==> config.mk <==
export PLATFORM = sky130hd
export DESIGN_NAME = imm_ext_pipe
export DESIGN_NICKNAME = d
export VERILOG_FILES = /design/src/rtl/mips_pkg.sv /design/src/rtl/imm_ext_skid.sv /design/src/rtl/imm_ext_pipe.sv
export SDC_FILE = /design/constraint.sdc
export NUM_CORES = 1
export LEC_CHECK = 0
export BUFFER_PORTS_ARGS = -buffer_cell sky130_fd_sc_hd__buf_2
export CORE_MARGIN = 5
export CORE_UTILIZATION = 52
export DETAILED_ROUTE_END_ITERATION = 6
export PLACE_DENSITY = 0.79
export SETUP_SLACK_MARGIN = 0.4
export SKIP_LAST_GASP = 1
export SLEW_MARGIN = 20
export SYNTH_ARGS = -nofsm -noshare
export SYNTH_HDL_FRONTEND = slang
export SYNTH_SLANG_ARGS = --single-unit
==> constraint.sdc <==
create_clock -name clk -period 2.72 [get_ports clk]
set_clock_uncertainty 0.1 [all_clocks]
set_input_delay 0.408 -clock clk [delete_from_list [all_inputs] [get_ports clk]]
set_output_delay 0.408 -clock clk [all_outputs]
set_load 0.05 [all_outputs]
==> src/rtl/mips_pkg.sv <==
// Shared MIPS datapath constants: immediate-extension mode encodings.
package mips_pkg;
  localparam int IMM_MODE_W = 2;

  localparam logic [IMM_MODE_W-1:0] IMM_SIGN   = 2'b00;
  localparam logic [IMM_MODE_W-1:0] IMM_ZERO   = 2'b01;
  localparam logic [IMM_MODE_W-1:0] IMM_UPPER  = 2'b10;
  localparam logic [IMM_MODE_W-1:0] IMM_BRANCH = 2'b11;
endpackage

==> src/rtl/imm_ext_skid.sv <==
// One-entry valid/ready skid register; in_ready is registered so upstream
// never sees a combinational path from the downstream ready.
module imm_ext_skid #(
  parameter int W = 8
) (
  input  logic         clk,
  input  logic         rst,
  input  logic         flush,
  input  logic         in_valid,
  output logic         in_ready,
  input  logic [W-1:0] in_data,
  output logic         out_valid,
  input  logic         out_ready,
  output logic [W-1:0] out_data
);
  logic         skid_valid_d, skid_valid_q;
  logic [W-1:0] skid_data_d,  skid_data_q;

  // Empty skid is a pass-through; it only captures when downstream stalls.
  always_comb begin
    skid_valid_d = skid_valid_q;
    skid_data_d  = skid_data_q;
    if (flush) begin
      skid_valid_d = 1'b0;
    end else if (skid_valid_q) begin
      if (out_ready) skid_valid_d = 1'b0;
    end else if (in_valid && !out_ready) begin
      skid_valid_d = 1'b1;
      skid_data_d  = in_data;
    end
  end

  always_ff @(posedge clk or posedge rst) begin
    if (rst) skid_valid_q <= 1'b0;
    else     skid_valid_q <= skid_valid_d;
  end

  always_ff @(posedge clk) begin
    skid_data_q <= skid_data_d;
  end

  assign in_ready  = ~skid_valid_q;
  assign out_valid = skid_valid_q | in_valid;
  assign out_data  = skid_valid_q ? skid_data_q : in_data;
endmodule

==> src/rtl/imm_ext_pipe.sv <==
// Two-stage valid/ready immediate extender (sign/zero/upper/branch modes).
// Define IMM_EXT_SKID_EN to add a one-entry input skid with registered in_ready.
module imm_ext_pipe
  import mips_pkg::*;
#(
  parameter int IN_SIZE  = 16,
  parameter int OUT_SIZE = 32,
  parameter int TAG_W    = 5
) (
  input  logic                  clk,
  input  logic                  rst,
  input  logic                  flush,
  input  logic                  in_valid,
  output logic                  in_ready,
  input  logic [IMM_MODE_W-1:0] in_mode,
  input  logic [IN_SIZE-1:0]    in_data,
  input  logic [TAG_W-1:0]      in_tag,
  output logic                  out_valid,
  input  logic                  out_ready,
  output logic [OUT_SIZE-1:0]   out_data,
  output logic [TAG_W-1:0]      out_tag,
  output logic                  out_neg,
  output logic                  busy
);
  localparam int E  = OUT_SIZE - IN_SIZE;
  localparam int PW = IMM_MODE_W + IN_SIZE + TAG_W;

  if (OUT_SIZE <= IN_SIZE || IN_SIZE < 2) begin : g_param_chk
    $error("imm_ext_pipe: need IN_SIZE >= 2 and OUT_SIZE > IN_SIZE");
  end

  function automatic logic [OUT_SIZE-1:0] imm_extend(
    input logic [IMM_MODE_W-1:0] mode,
    input logic [IN_SIZE-1:0]    imm
  );
    logic signed [OUT_SIZE-1:0] sext;
    logic        [OUT_SIZE-1:0] zext;
    sext = {{E{imm[IN_SIZE-1]}}, imm};
    zext = {{E{1'b0}}, imm};
    case (mode)
      IMM_SIGN:  imm_extend = sext;
      IMM_ZERO:  imm_extend = zext;
      // LUI-style: shifting by IN_SIZE drops the top of imm when E < IN_SIZE.
      IMM_UPPER: imm_extend = zext << IN_SIZE;
      default:   imm_extend = sext <<< 2;
    endcase
  endfunction

  logic                  s1_adv, s2_adv;
  logic                  s1_in_valid;
  logic [PW-1:0]         s1_in_pkt;
  logic                  skid_busy;

  logic                  vld_p1_d, vld_p1_q;
  logic [PW-1:0]         pkt_p1_d, pkt_p1_q;
  logic                  vld_p2_d, vld_p2_q;
  logic [OUT_SIZE-1:0]   data_p2_d, data_p2_q;
  logic [TAG_W-1:0]      tag_p2_d, tag_p2_q;

  assign s2_adv = ~vld_p2_q | out_ready;
  assign s1_adv = ~vld_p1_q | s2_adv;

  // ---- input boundary: optional skid in front of stage 1 ----
`ifdef IMM_EXT_SKID_EN
  logic skid_in_ready;

  imm_ext_skid #(.W(PW)) u_skid (
    .clk       (clk),
    .rst       (rst),
    .flush     (flush),
    .in_valid  (in_valid & in_ready),
    .in_ready  (skid_in_ready),
    .in_data   ({in_mode, in_data, in_tag}),
    .out_valid (s1_in_valid),
    .out_ready (s1_adv),
    .out_data  (s1_in_pkt)
  );

  assign in_ready  = skid_in_ready & ~flush & ~rst;
  assign skid_busy = ~skid_in_ready;
`else
  assign in_ready    = s1_adv & ~flush & ~rst;
  assign s1_in_valid = in_valid & in_ready;
  assign s1_in_pkt   = {in_mode, in_data, in_tag};
  assign skid_busy   = 1'b0;
`endif

  always_comb begin
    vld_p1_d  = vld_p1_q;
    pkt_p1_d  = pkt_p1_q;
    vld_p2_d  = vld_p2_q;
    data_p2_d = data_p2_q;
    tag_p2_d  = tag_p2_q;
    if (flush) begin
      vld_p1_d = 1'b0;
      vld_p2_d = 1'b0;
    end else begin
      if (s1_adv) vld_p1_d = s1_in_valid;
      if (s2_adv) vld_p2_d = vld_p1_q;
    end
    // ---- stage 1 -> stage 2: extension computed from registered operands ----
    if (s1_adv && s1_in_valid) pkt_p1_d = s1_in_pkt;
    if (s2_adv && vld_p1_q) begin
      data_p2_d = imm_extend(pkt_p1_q[PW-1 -: IMM_MODE_W], pkt_p1_q[TAG_W +: IN_SIZE]);
      tag_p2_d  = pkt_p1_q[TAG_W-1:0];
    end
  end

  always_ff @(posedge clk or posedge rst) begin
    if (rst) begin
      vld_p1_q  <= 1'b0;
      vld_p2_q  <= 1'b0;
      data_p2_q <= '0;
      tag_p2_q  <= '0;
    end else begin
      vld_p1_q  <= vld_p1_d;
      vld_p2_q  <= vld_p2_d;
      data_p2_q <= data_p2_d;
      tag_p2_q  <= tag_p2_d;
    end
  end

  always_ff @(posedge clk) begin
    pkt_p1_q <= pkt_p1_d;
  end

  // ---- stage 2: output ----
  assign out_valid = vld_p2_q;
  assign out_data  = data_p2_q;
  assign out_tag   = tag_p2_q;
  assign out_neg   = data_p2_q[OUT_SIZE-1];
  assign busy      = vld_p1_q | vld_p2_q | skid_busy;
endmodule

==> metrics <==
status=completed; worst hold path type=primary input to asynchronous set/reset pin; r2r setup slk=0.89 ns; cell area after synthesis=2670 µm²; P&R area growth vs syn=20.5%; post-place setup slack=0.901 ns; post-synthesis mux area share=2.54%; RD Place Congestion=0.788; antenna-violating nets left=0; Root Buffer=clkbuf_8; most area-hungry cell type in the Yosys netlist=dfrtp_1; Slew headroom=between 50 and 60%; number of flops mapped to enable cells by yosys=23; layout cells sized above 1=about two fifths; Rows=26; TritonCTS Buffers=9; Worst Max-Slew Pin Slew=0.668 ns; P_int=between 0.0015 and 0.002 W; worst reg2reg endpoint=out_data[25]; # Max-Cap Violations=0; global routing's busiest layer=met2; flops & latches, synth=62; setup bufs post-CTS=0; die width=~80 µm; post-synth top area share=roughly 37%; CP endpoint=in_ready; CTS tree=built; global-route wire length before repair=9490 µm; hpwl dp=between 3000 and 4000 µm; fin crit share=between 70% and 80%; main area contributors after synthesis=dfrtp_1 (37%), edfxtp_1 (26%), a21oi_1 (6.6%); startpoint types=flop; TritonRoute pass-1 iters=4; Clk pwr share=between 20% and 30%; critical path required time=2.21 ns; Synth Area in Compound Gates=around 20%; top-count cell post-synth=dfrtp_1; TNS Setup=0 ns; FMAX=roughly 500 MHz; Via density=between 5 and 6; post-synthesis simple-gate area fraction=approximately a tenth; power per cell area=roughly 820 nW/µm²; number of diodes=0; fin crit period=between 1.5 and 2 ns; Finish-stage setup viols=0; vias in the first global route=about 1900; Yosys Warn Count=0; DRT iter0 DRCs=between 70 and 80; Syn Nets=238; Setup CP Type=flop to primary output; CP Max Fanout=9; setup ws final=between 0.7 and 0.8 ns; Clock Path Buffers=2; slowest CP cell=dfrtp_1; die area=around 6700 µm²; DRC violations left=0; Reg2Reg Depth=3; top-level port count=a little under 70; Post-Syn Instances=between 200 and 250; crit path launch=out_valid; Initial Util=between 50% and 60%; nets@finish=304; Seq/Total Area, Yosys=between 60 and 70%; Finished Cell Area=approximately 3200 µm²; Worst Setup End Kind=primary output; Clock Sinks=62; max-slew violation count=0; GR Util met3=between 5 and 6%; WL per Instance=approximately 16 µm; Total GRT Usage=about a fifth; Switching Share=approximately a third; initial antenna violation count=0; Core Box Area=approximately 5000 µm²; asr flop ratio synth=~63%; sequence of cells on the critical path=nor2b_4, a211oi_4, buf_2; largest net degree at the start of global routing=27; Synth Area in Adders=0%; Psw=0.000914 W; slowest cell delay on critical path=0.40 ns; Die Y=roughly 82 µm; I/O Buffers=68; Synth Area in XOR/XNOR=0%; cts hold-fix bufs=0; synth unique cells=30; unrepaired setup endpoints after global routing=false; leakage power=about 1.4 nW; Via Count=1850; Synth top cells by count=dfrtp_1 (39), a21oi_1 (35), edfxtp_1 (23); largest family of logic cells by synthesized area=compound AO/OA/AOI/OAI gates; CP Data Arrival Time=roughly 1.5 ns; M1 GR Usage=24.2%; clk slew on worst S/H paths=0.06 ns; Logic pwr share=roughly a quarter; Reg power frac=43.8%; clk_lat worst skew=between 0.3 and 0.4 ns; Max IR drop VDD=0.000483 V; placed cell area=roughly 3000 µm²; GRT overflow=0; GRT met2 Usage=31.7%; # resized after CTS=0; syn_area_per_cell=12.7 µm²; Power Total=around 0.0026 W; CTS H-Tree Depth=3; hold_ws=roughly 0.060 ns; final hold vios=0; origin of the critical flop-to-flop path=pkt_p1_q[21]; Synth Flop Type=dfrtp_1; Routed WL=around 5700 µm
-- how the worst min path moves through the flow --
stage           startpoint     endpoint  slack, ns
2_1_floorplan  pkt_p1_q[0]   out_tag[0]       0.35
3_3_place_gp   pkt_p1_q[4]   out_tag[4]       0.36
3_5_place_dp   pkt_p1_q[3]   out_tag[3]       0.37
4_1_cts                rst  out_data[1]       0.07
5_1_grt                rst  out_data[1]       0.11
6_report               rst  out_data[1]       0.06
-- layout by cell type (no fill, tap or decap), drive strengths merged, types with 3 or more instances in the layout --
cell	instances
nor2b	20
mux2	6
o21ai	17
edfxtp	23
a2bb2oi	14
dfrtp	39
clkbuf	14
and2b	9
inv	5
buf	72
and2	3
a21oi	45
-- power groups by stage --
| stage | registers, W | clock network (W) | logic, W |
|---|---|---|---|
| final | 0.00115 | 0.000773 | 0.000700 |
| after global routing | 0.00116 | 0.000834 | 0.000741 |
| after CTS | 0.00115 | 0.000791 | 0.000706 |
| after detailed placement | 0.00117 | 0 | 0.000705 |
| after global placement | 0.00117 | 0 | 0.000693 |
| after floorplan | 0.00152 | 0 | 0.000182 |
-- per-stage QoR --
stage               instances  util (%)
floorplan                 210         -
global placement          335      60.0
detailed placement        335      60.0
CTS                       351      63.7
global route              351      63.7
finish                    351      63.7
-- per-layer routing --
metal	share of wire (%)	up-vias
met5	0	-
met4	1.6	0
met3	6.8	8
met2	49	57
met1	43	897
li1	-	888
-- sequential cells by signal, summed over array words and instances, names as in the netlist --
signal	flops
out_tag	5
pkt_p1_q	23
out_valid	1
out_data	32
vld_p1_q	1
-- logic make-up after synthesis --
kind of cell	count (synthesis)
AOI/OAI and AO/OA	83
DFF	62
and+or+nand+nor	37
buffers and inverters	22
muxes	6
-- area by class of cell --
class	instances	area, µm²
clock inverters	2	35.0
well taps	70	87.6
repair buffers	72	370
fillers	410	1830
inverters	5	18.8
multi-input cells	126	881
flip-flops and latches	62	1670
clock buffers	14	153
-- worst max-delay path: cells and delay by family (launching register included) --
family                 cells  cell delay [ns]
and+or+nand+nor            1             0.19
DFF                        1             0.40
buffers and inverters      1             0.30
AOI/OAI and AO/OA          1             0.27
No activity file was read; power rests on OpenSTA's default activity.
